### config.mk
export PLATFORM = sky130hd
export DESIGN_NAME = simple_spi_master
export DESIGN_NICKNAME = d
export VERILOG_FILES = /design/src/rtl/simple_spi_master.sv
export SDC_FILE = /design/constraint.sdc
export NUM_CORES = 1
export LEC_CHECK = 0
export ABC_AREA = 1
export CORE_ASPECT_RATIO = 1.2
export CORE_MARGIN = 2
export CORE_UTILIZATION = 49
export CTS_CLUSTER_SIZE = 16
export DETAILED_ROUTE_END_ITERATION = 8
export PLACE_DENSITY = 0.75
export SYNTH_ARGS = -nofsm -noshare
export SYNTH_HDL_FRONTEND = slang
export SYNTH_SLANG_ARGS = --single-unit
### constraint.sdc
create_clock -name system_clk -period 1.3 [get_ports system_clk]
set_input_delay 0.26 -clock system_clk [delete_from_list [all_inputs] [get_ports system_clk]]
set_output_delay 0.26 -clock system_clk [all_outputs]
set_load 0.05 [all_outputs]
### src/rtl/simple_spi_master.sv
// simple_spi_master: single-word SPI master, mode 0, MSB first.
// Ports: system_clk, reset (async, active-high), start/value_mosi in,
//        value_miso/busy/done out, pin_ncs/pin_clk/pin_mosi out, pin_miso in.
module simple_spi_master #(
    parameter int WIDTH       = 8,
    parameter int HALF_PERIOD = 4,
    parameter int CS_GAP      = 4
) (
    input  logic             system_clk,
    input  logic             reset,
    input  logic             start,
    input  logic [WIDTH-1:0] value_mosi,
    output logic [WIDTH-1:0] value_miso,
    output logic             busy,
    output logic             done,
    output logic             pin_ncs,
    output logic             pin_clk,
    output logic             pin_mosi,
    input  logic             pin_miso
);

    localparam int HW = $clog2(HALF_PERIOD);
    localparam int GW = $clog2(CS_GAP + 1);
    localparam int BW = $clog2(WIDTH + 1);

    localparam logic [HW-1:0] HP_LAST  = HW'(HALF_PERIOD - 1);
    localparam logic [GW-1:0] GAP_LAST = GW'(CS_GAP - 1);
    localparam logic [BW-1:0] LAST_BIT = BW'(WIDTH - 1);

    typedef enum logic [2:0] {
        IDLE,
        SETUP,
        HIGH,
        LOW,
        GAP
    } state_t;

    state_t           state;
    logic [HW-1:0]    hcnt;
    logic [GW-1:0]    gcnt;
    logic [BW-1:0]    bcnt;
    logic [WIDTH-1:0] tx_sr;
    logic [WIDTH-1:0] rx_sr;
    logic             last;

    logic hp_end;
    assign hp_end = (hcnt == HP_LAST);

    always_ff @(posedge system_clk or posedge reset) begin
        if (reset) begin
            state      <= IDLE;
            hcnt       <= '0;
            gcnt       <= '0;
            bcnt       <= '0;
            tx_sr      <= '0;
            rx_sr      <= '0;
            last       <= 1'b0;
            value_miso <= '0;
            busy       <= 1'b0;
            done       <= 1'b0;
            pin_ncs    <= 1'b1;
            pin_clk    <= 1'b0;
            pin_mosi   <= 1'b0;
        end else begin
            done <= 1'b0;
            unique case (state)
                IDLE: begin
                    if (start) begin
                        tx_sr    <= value_mosi;
                        pin_mosi <= value_mosi[WIDTH-1];
                        pin_ncs  <= 1'b0;
                        busy     <= 1'b1;
                        hcnt     <= '0;
                        bcnt     <= '0;
                        last     <= 1'b0;
                        state    <= SETUP;
                    end
                end
                SETUP: begin
                    if (hp_end) begin
                        hcnt    <= '0;
                        pin_clk <= 1'b1;
                        state   <= HIGH;
                    end else begin
                        hcnt <= hcnt + 1'b1;
                    end
                end
                HIGH: begin
                    if (hp_end) begin
                        hcnt    <= '0;
                        pin_clk <= 1'b0;
                        // Sample at the very end of the high phase.
                        rx_sr   <= {rx_sr[WIDTH-2:0], pin_miso};
                        bcnt    <= bcnt + 1'b1;
                        if (bcnt == LAST_BIT) begin
                            // Keep the last bit on MOSI through the final low phase.
                            last <= 1'b1;
                        end else begin
                            tx_sr    <= {tx_sr[WIDTH-2:0], 1'b0};
                            pin_mosi <= tx_sr[WIDTH-2];
                        end
                        state <= LOW;
                    end else begin
                        hcnt <= hcnt + 1'b1;
                    end
                end
                LOW: begin
                    if (hp_end) begin
                        hcnt <= '0;
                        if (last) begin
                            pin_ncs    <= 1'b1;
                            pin_mosi   <= 1'b0;
                            value_miso <= rx_sr;
                            done       <= 1'b1;
                            gcnt       <= '0;
                            last       <= 1'b0;
                            state      <= GAP;
                        end else begin
                            pin_clk <= 1'b1;
                            state   <= HIGH;
                        end
                    end else begin
                        hcnt <= hcnt + 1'b1;
                    end
                end
                GAP: begin
                    if (gcnt == GAP_LAST) begin
                        gcnt  <= '0;
                        busy  <= 1'b0;
                        state <= IDLE;
                    end else begin
                        gcnt <= gcnt + 1'b1;
                    end
                end
                default: state <= IDLE;
            endcase
        end
    end

endmodule

---- After elaboration in Yosys (flattened, before gate mapping) ----
Index checks and enable logic that the tools add are counted.
cells by class
  shift-type cells ........................ 0
  $add $sub $neg .......................... 3
  mux-type cells .......................... 45
  bitwise gates (word level) .............. 0
  magnitude comparators ................... 0
  multiply operators ...................... 0
  reductions and logical operators ........ 21
  div/mod/pow operators ................... 0
  equal/unequal tests ..................... 16
operator list
  operator             count
  $mux 3               9
  $mux 7               3
  $mux 1               19
  $ne 2x2->1 const B   9
  $pmux 3 s5           1
  $reduce_and 5->1     3
  $pmux 7 s2           1
  $reduce_and 3->1     4
  $reduce_bool 2->1    5
  $eq 3x2->1 const B   3
  $pmux 1 s3           3
  $mux 4               2
  $pmux 4 s2           1
  $reduce_and 4->1     2
  $pmux 3 s2           1
  $reduce_and 6->1     1
  $reduce_bool 3->1    2
  $add 4x1->4 const B  1
  $eq 4x3->1 const B   1
  $mux 2               2
  $pmux 1 s2           2
  $pmux 2 s2           1
  $reduce_and 2->1     2
  $add 3x1->3 const B  1
  other kinds (6)      6
word-level totals
  memory bits (writable) .................. 0
  bits in latches ......................... 0
  bits in registers ....................... 41
  output and inout port bits .............. 13
  bits of input ports ..................... 12
  ROM bits ................................ 0
  logic and storage cells ................. 98
  memories kept ........................... 0

---- Logic depth before layout (Yosys ltp) ----
Gate-level depths: netlist of the first run.
  depth after elaboration ................. 4
  depth in mapped cells ................... 9

---- Worst setup path before layout of the first run ----
No wires, ideal clock.
  kind .................................... flip-flop to flip-flop
  from .................................... reg hcnt[0]
  to ...................................... reg last
  clock period less this slack ............ 1334 ps
  arrival ................................. 1217 ps
  stages on the path, launching flop included .. 8
  setup slack ............................. -34 ps
  cell sequence ........................... dfrtp_1 -> ha_1 -> inv_1 -> nand3_2 -> nand2_2 -> nor2_2 -> nand3_1 -> nand2_1
on the way
  longest elaborated chain between the ends .. 3
  elaborated cells between the ends (all ways) .. 4
  those cells by class .................... 3 x eq/ne; 1 x reduce/logical
ends and longest elaborated chain
  element                         line  text
  start: declaration              39    logic [HW-1:0] hcnt;
  start signal: assignment        85    hcnt <= hcnt + 1'b1;
  start signal: assignment        104   hcnt <= hcnt + 1'b1;
  start signal: assignment        123   hcnt <= hcnt + 1'b1;
  $eq 2x2->1 (*)                  47    assign hp_end = (hcnt == HP_LAST);
  $ne 2x2->1 (no line)            --
  $reduce_and 5->1 (no line) (*)  --
  end signal: assignment          57    last <= 1'b0;
  end signal: assignment          75    last <= 1'b0;
  end signal: assignment          97    last <= 1'b1;
  end: declaration                44    logic last;
Every way passes the cells marked *; elsewhere a longest branch is shown, timed or not.
A chain may end at the register's enable or synchronous reset.

---- Final worst setup path of the first run ----
  from .................................... reg state[0]
  to ...................................... reg tx_sr[6]
on the way
  longest elaborated chain between the ends .. 3
  elaborated cells between the ends (all ways) .. 8
  those cells by class .................... 4 x eq/ne; 1 x mux; 3 x reduce/logical
ends and longest elaborated chain
  element                                                    line  text
  start: declaration                                         38    state_t state;
  start signal: assignment                                   51    state <= IDLE;
  start signal: assignment                                   76    state <= SETUP;
  start signal: assignment                                   83    state <= HIGH;
  $eq 3x2->1 or $logic_not 3->1 (tied branches)              66    unique case (state)
  $ne 2x2->1 (no line) or $reduce_bool 2->1 (tied branches)  --
  $reduce_and 4->1 (no line)                                 --
  end signal: assignment                                     69    tx_sr <= value_mosi;
  end signal: assignment                                     99    tx_sr <= {tx_sr[WIDTH-2:0], 1'b0};
  end: declaration                                           42    logic [WIDTH-1:0] tx_sr;
Several ways; a longest one is shown, not always the timed one.

==> results of run 1 <==
## cell usage in the layout (no fill, tap or decap)
master           netlist  final
a21oi_1                2      2
and2_4                 1      1
buf_12                 0     16
buf_4                  1     21
buf_6                  4      6
buf_8                  0      1
bufinv_16              0      1
clkbuf_1               0      1
clkbuf_16              0      1
clkbuf_8               0      6
clkdlybuf4s50_1        0     11
dfrtp_1               40     37
dfrtp_2                0      3
dfstp_2                1      1
ha_1                   3      2
ha_2                   0      1
inv_1                 21     18
inv_2                  4      6
inv_4                  0      1
mux2i_1                1      1
nand2_1               76     60
nand2_2                8     20
nand2_4                4      6
nand2_8                0      2
nand3_1               24     21
nand3_2                2      2
nand3_4                1      4
nor2_1                 7      4
nor2_2                 5      2
nor2_4                 2      8
o211ai_1               2      2
o21ai_0                9      1
o21ai_1                1      5
o21ai_2                9     13
o31ai_1                1      1
xor2_1                 1      1
## cells by family (layout without fill, tap and decap cells)
kind of cell / count (synthesis) / in the layout / share of synthesized area, %
compound gates: 24 / 24 / 7.98
xor+xnor: 1 / 1 / 0.433
fa+ha+maj: 3 / 3 / 1.86
buf+inv: 31 / 89 / 7.48
flops: 41 / 41 / 50.8
mux: 1 / 1 / 0.495
simple gates: 130 / 130 / 31.0
## path summary, 6_finish.rpt
| path | start | end | cells past startpoint |
|---|---|---|---|
| max in group asynchronous | reset | pin_ncs | 3 |
| worst min-delay path | reset | tx_sr[1] | 3 |
| worst min register to register | tx_sr[3] | tx_sr[3] | 2 |
| min in group system_clk | tx_sr[3] | tx_sr[3] | 2 |
| worst max register to register | state[0] | tx_sr[6] | 8 |
| worst max-delay path | state[0] | tx_sr[6] | 8 |
## power groups by stage
stage | sequential, mW | clock (mW) | combinational [mW]
5_1_grt | 1.29 | 1.14 | 0.0955
4_1_cts | 1.29 | 1.09 | 0.0809
6_report | 1.29 | 1.05 | 0.0852
2_1_floorplan | 1.31 | 0 | 0.0295
3_3_place_gp | 1.31 | 0 | 0.0798
3_5_place_dp | 1.31 | 0 | 0.0806
## what timing repair did
action / CTS / global route
endpoints found under the setup margin: 28 / 32
pin swaps: 8 / 10
setup buffers: 3 / 4
gates resized for setup: 20 / 44
cloned: 0 / 1
endpoints found under the hold margin: 0 / 0
hold buffers: 0 / 0
## layout make-up
type                       count  area, um^2  area share, %
inverter                      25        96.3           3.19
clock inverter                 1        30.0          0.994
tap                           54        67.6           2.24
sequential                    41        1030           34.1
multi-input combinational    159        1010           33.6
clock buffer                   7        86.3           2.86
timing repair buffer          56         696           23.0
## per-layer routing
| layer | vias to the layer above | wire (um) |
|---|---|---|
| met5 | - | 0 |
| met1 | 850 | 1930 |
| met4 | 0 | 55 |
| met3 | 6 | 296 |
| met2 | 59 | 2610 |
| li1 | 847 | - |
## sequential cells by signal, summed over array words and instances, names as in the netlist, 2 cells and up
name and count:
tx_sr 7, value_miso 8, gcnt 3, rx_sr 8, bcnt 4, hcnt 2
state 3
## per-stage QoR
| step | instance area [um^2] | power (mW) | setup TNS [ns] | instances |
|---|---|---|---|---|
| floorplan | 2030 | 1.34 | 0 | 231 |
| global placement | 2630 | 1.39 | -1.05 | 327 |
| detailed placement | 2630 | 1.39 | -1.93 | 327 |
| CTS | 2840 | 2.45 | -0.408 | 338 |
| global route | 3020 | 2.53 | -3.20 | 343 |
| finish | 3020 | 2.43 | -0.930 | 343 |
## critical path, cell delays in order, from the launching register on
cell and delay [ns]:
dfrtp_2 0.46, buf_6 0.14, nor2_4 0.09, buf_6 0.11
nand3_4 0.13, nand2_8 0.15, nand2_8 0.08, nand2_1 0.06
nand2_1 0.05
==> flow_summary.ini, run 1 <==
[global_routing]
global_route.usage.met3_pct = 5.75
use_met1_pct = 25.7
overflow = 0
antenna_found_initial = 0
grt_pass1_wl_um = 8110
use_met2_pct = 39.3
busiest_layer = met2
track_usage_pct = 22.6
grt_max_degree = 42
grt_pass1_vias = 1825

[synthesis]
synth_edf_count = 0
synth_seq_area_share_pct = 50.8
yosysTopAreaCell = dfrtp_1
synth_top_flop_cell = dfrtp_1
async_flop_share_pct = 100
ys_ff_latch = 41
netlist_instances = 231
netlist_top_cells_area = dfrtp_1 (49%), nand2_1 (14%), nand3_1 (5.9%)
synth.net_count = 246
yosys-top-cells-count = nand2_1 (76), dfrtp_1 (40), nand3_1 (24)
synth_most_common_cell = nand2_1
synth.cell_area_um2 = 2020
synth_area_per_cell_um2 = 8.76
ys_types = 26
ys_warn_count = 0
synth.top_cell.area_share_pct = 49.5

[routing]
firstDrtPassIters = 4
drt_wl_total_um = 4890
ant_nets = 0
avgRoutedWirePerCell_um = 14.3
vias_per_cell = 5.14
first_iter_violations = 128
route.vias.total = 1762
post-route-drc-count = 0

[place]
portBuffers = 24
dp_slack_ns = -0.148
dp_hpwl_um = 3050
place_congestion = 0.781

[floorplan]
ios = 25
start_util_pct = 51.3
core_um2 = 3940
fp.dieArea_um2 = 4660
row_count = 25
fp.dieH_um = 74.4
die_w_um = 62.7

[cts]
clock-root-buffer = clkbuf_8
htree_num_levels = 2
clkTransAtPathRegs_ns = 0.08
cts.sinks = 41
clock_path_buffers = 2
cts_tree = done
insertion_delay_ns = 0.29
cts_buffers = 5

[final_layout]
area_growth_pct = 49.4
final_util_pct = 76.7
fin_nets = 303
drive_above_1_share_pct = 42.2
fillers = 268
antenna_cells = 0

[timing]
finalCritPeriodShare_pct = 105
rsz0062_at_grt = true
tightestPinTransition_ns = 0.313
setup_viol = 25
slew_headroom_pct = 78.9
drv_slew = 0
worst_slack_ns = -0.0710
holdWs_ns = 0.313
skew_ns = 0.00849
hold_viol = 0
max_clock_freq_mhz = 729
period_needed_ns = 1.37

[pwr]
pwr-share-comb_pct = 3.5
power_frac_seq_pct = 53.1
swShare_pct = 19.7
powerDensity_nw_per_um2 = 804
pwr-share-clk_pct = 43.3
p_switching_uw = 478
p_leak_nw = 1.52
ir_drop_v = 0.000834
internal-power_mw = 1.95

[critical_path]
r2r_slack_ns = -0.07
cp.required_ns = 1.49
crit_type = reg2reg
endpoint_kind = register
arrival_ns = 1.56
crit_fanout = 8
start_kind = register

[min_path]
hp-class = in2async

[run_status]
status = complete, but fails checks
violations = negative setup slack

[job]
cap_violations = 0
Power figures use the tool's default switching activity.
==> inputs of run 2 (changes only) <==
- CORE_UTILIZATION: 49 -> 55
- PLACE_DENSITY: 0.75 -> 0.79
- clock period: 1.3 -> 1.45 ns (I/O delays scaled with it)
==> run 2 against run 1 <==
Compared with the run above: the flow now finishes without violations; total power down 19%; wire length down 24%; global-route usage down 1.4 points; clock power down 29%; first-iteration DRC count down 38%; sequential power down 10%; cell area down 14%; critical path depth unchanged; die area down 10%; largest cell class unchanged.
==> flow_summary.ini, run 2 (synthesized netlist as in run 1, its figures left out) <==
[critical_path]
start_kind = register
crit_fanout = 6
arrival_ns = 1.53
crit_type = reg2reg
endpoint_kind = register
cp.required_ns = 1.65

[floorplan]
die_w_um = 59.4
fp.dieArea_um2 = 4180
ios = 25
core_um2 = 3570
row_count = 24
start_util_pct = 56.6
fp.dieH_um = 70.4

[timing]
drv_slew = 0
finalCritPeriodShare_pct = 91.8
setup_viol = 0
period_needed_ns = 1.33
hold_viol = 0
max_clock_freq_mhz = 751
skew_ns = 0.00828
rsz0062_at_grt = false
tightestPinTransition_ns = 0.295
holdWs_ns = 0.337
slew_headroom_pct = 80.3

[global_routing]
antenna_found_initial = 0
overflow = 0
grt_pass1_wl_um = 6730
grt_pass1_vias = 1591
track_usage_pct = 21.2
grt_max_degree = 42

[place]
dp_hpwl_um = 2660
portBuffers = 24
place_congestion = 0.831
placed_cells = 300

[routing]
drt_wl_total_um = 3700
avgRoutedWirePerCell_um = 12.0
post-route-drc-count = 0
vias_per_cell = 5.05
first_iter_violations = 80
ant_nets = 0
route.vias.total = 1555
firstDrtPassIters = 4

[job]
cap_violations = 0

[pwr]
p_leak_nw = 1.36
powerDensity_nw_per_um2 = 757
ir_drop_v = 0.000538

[cts]
clock_path_buffers = 2
htree_num_levels = 2
clock-root-buffer = clkbuf_8
cts.sinks = 41
post_cts_buffers = 0
cts_hold_buf = 0
cts_resized = 0
insertion_delay_ns = 0.30
clkTransAtPathRegs_ns = 0.08
cts_tree = done
cts_buffers = 5

[final_layout]
fin_cells = 308
final_cell_mix = nand2_1 (76), dfrtp_1 (38), nand3_1 (23)
area_growth_pct = 28.9
fin_nets = 283
antenna_cells = 0
top_regs = rx_sr: 8 flops, value_miso: 8 flops, tx_sr: 7 flops
mostFrequentLayoutCell = nand2_1
fillers = 276
drive_above_1_share_pct = 27.5

[min_path]
hp-class = in2async

[run_status]
status = complete, no violations
==> run 2: power breakdown <==
group          internal (mW)  switching [mW]  leakage [nW]
Clock                  0.337           0.411        0.0364
Sequential              1.15         0.00474         0.523
Combinational         0.0349          0.0356         0.801
==> run 2: path summary, 6_finish.rpt <==
kind                               start  slack [ns]  depth (start not counted)  endpoint
worst max-delay path            state[1]        0.12                          8  pin_mosi
worst min-delay path               reset        0.34                          3   bcnt[3]
worst max register to register  state[1]        0.12                          8  pin_mosi
worst min register to register  tx_sr[4]        0.48                          2  tx_sr[4]
max in group asynchronous          reset        0.84                          3   pin_ncs
min in group system_clk         tx_sr[4]        0.48                          2  tx_sr[4]
==> run 2: metal layers <==
layer  part of all wire (%)  track usage (%)  wire length (um)
met4                    2.5             9.34                94
met3                    2.8             4.44               102
met1                     45             25.7              1660
met5                      0                0                 0
met2                     50             35.4              1850
==> run 2: final cells by class <==
| class | instances | area (um^2) | area share, % |
|---|---|---|---|
| multi-input combinational | 159 | 860 | 32.9 |
| tap | 39 | 48.8 | 1.87 |
| inverter | 25 | 93.8 | 3.60 |
| clock inverter | 3 | 22.5 | 0.863 |
| clock buffer | 5 | 68.8 | 2.64 |
| timing repair buffer | 36 | 485 | 18.6 |
| sequential | 41 | 1030 | 39.5 |
==> run 2: critical path: stages, from the launching register on <==
cell	delay, ns
dfrtp_2	0.45
buf_4	0.17
nand2_2	0.11
buf_4	0.14
nor2_1	0.05
nor2_1	0.14
nand2_1	0.07
nand2_1	0.06
nand2_1	0.04
==> run 2: stage by stage <==
stage / instance area (um^2) / power [mW] / utilization, % / TNS [ns] / setup slack, ns
floorplan: 2020 / 1.20 / - / 0 / 0.116
global placement: 2500 / 1.25 / 70.0 / -0.0114 / -0.0114
detailed placement: 2500 / 1.25 / 70.0 / -0.0665 / -0.0505
CTS: 2590 / 2.01 / 72.5 / 0 / 0.0318
global route: 2610 / 2.06 / 73.0 / 0 / 0.00673
finish: 2610 / 1.97 / 73.0 / 0 / 0.119
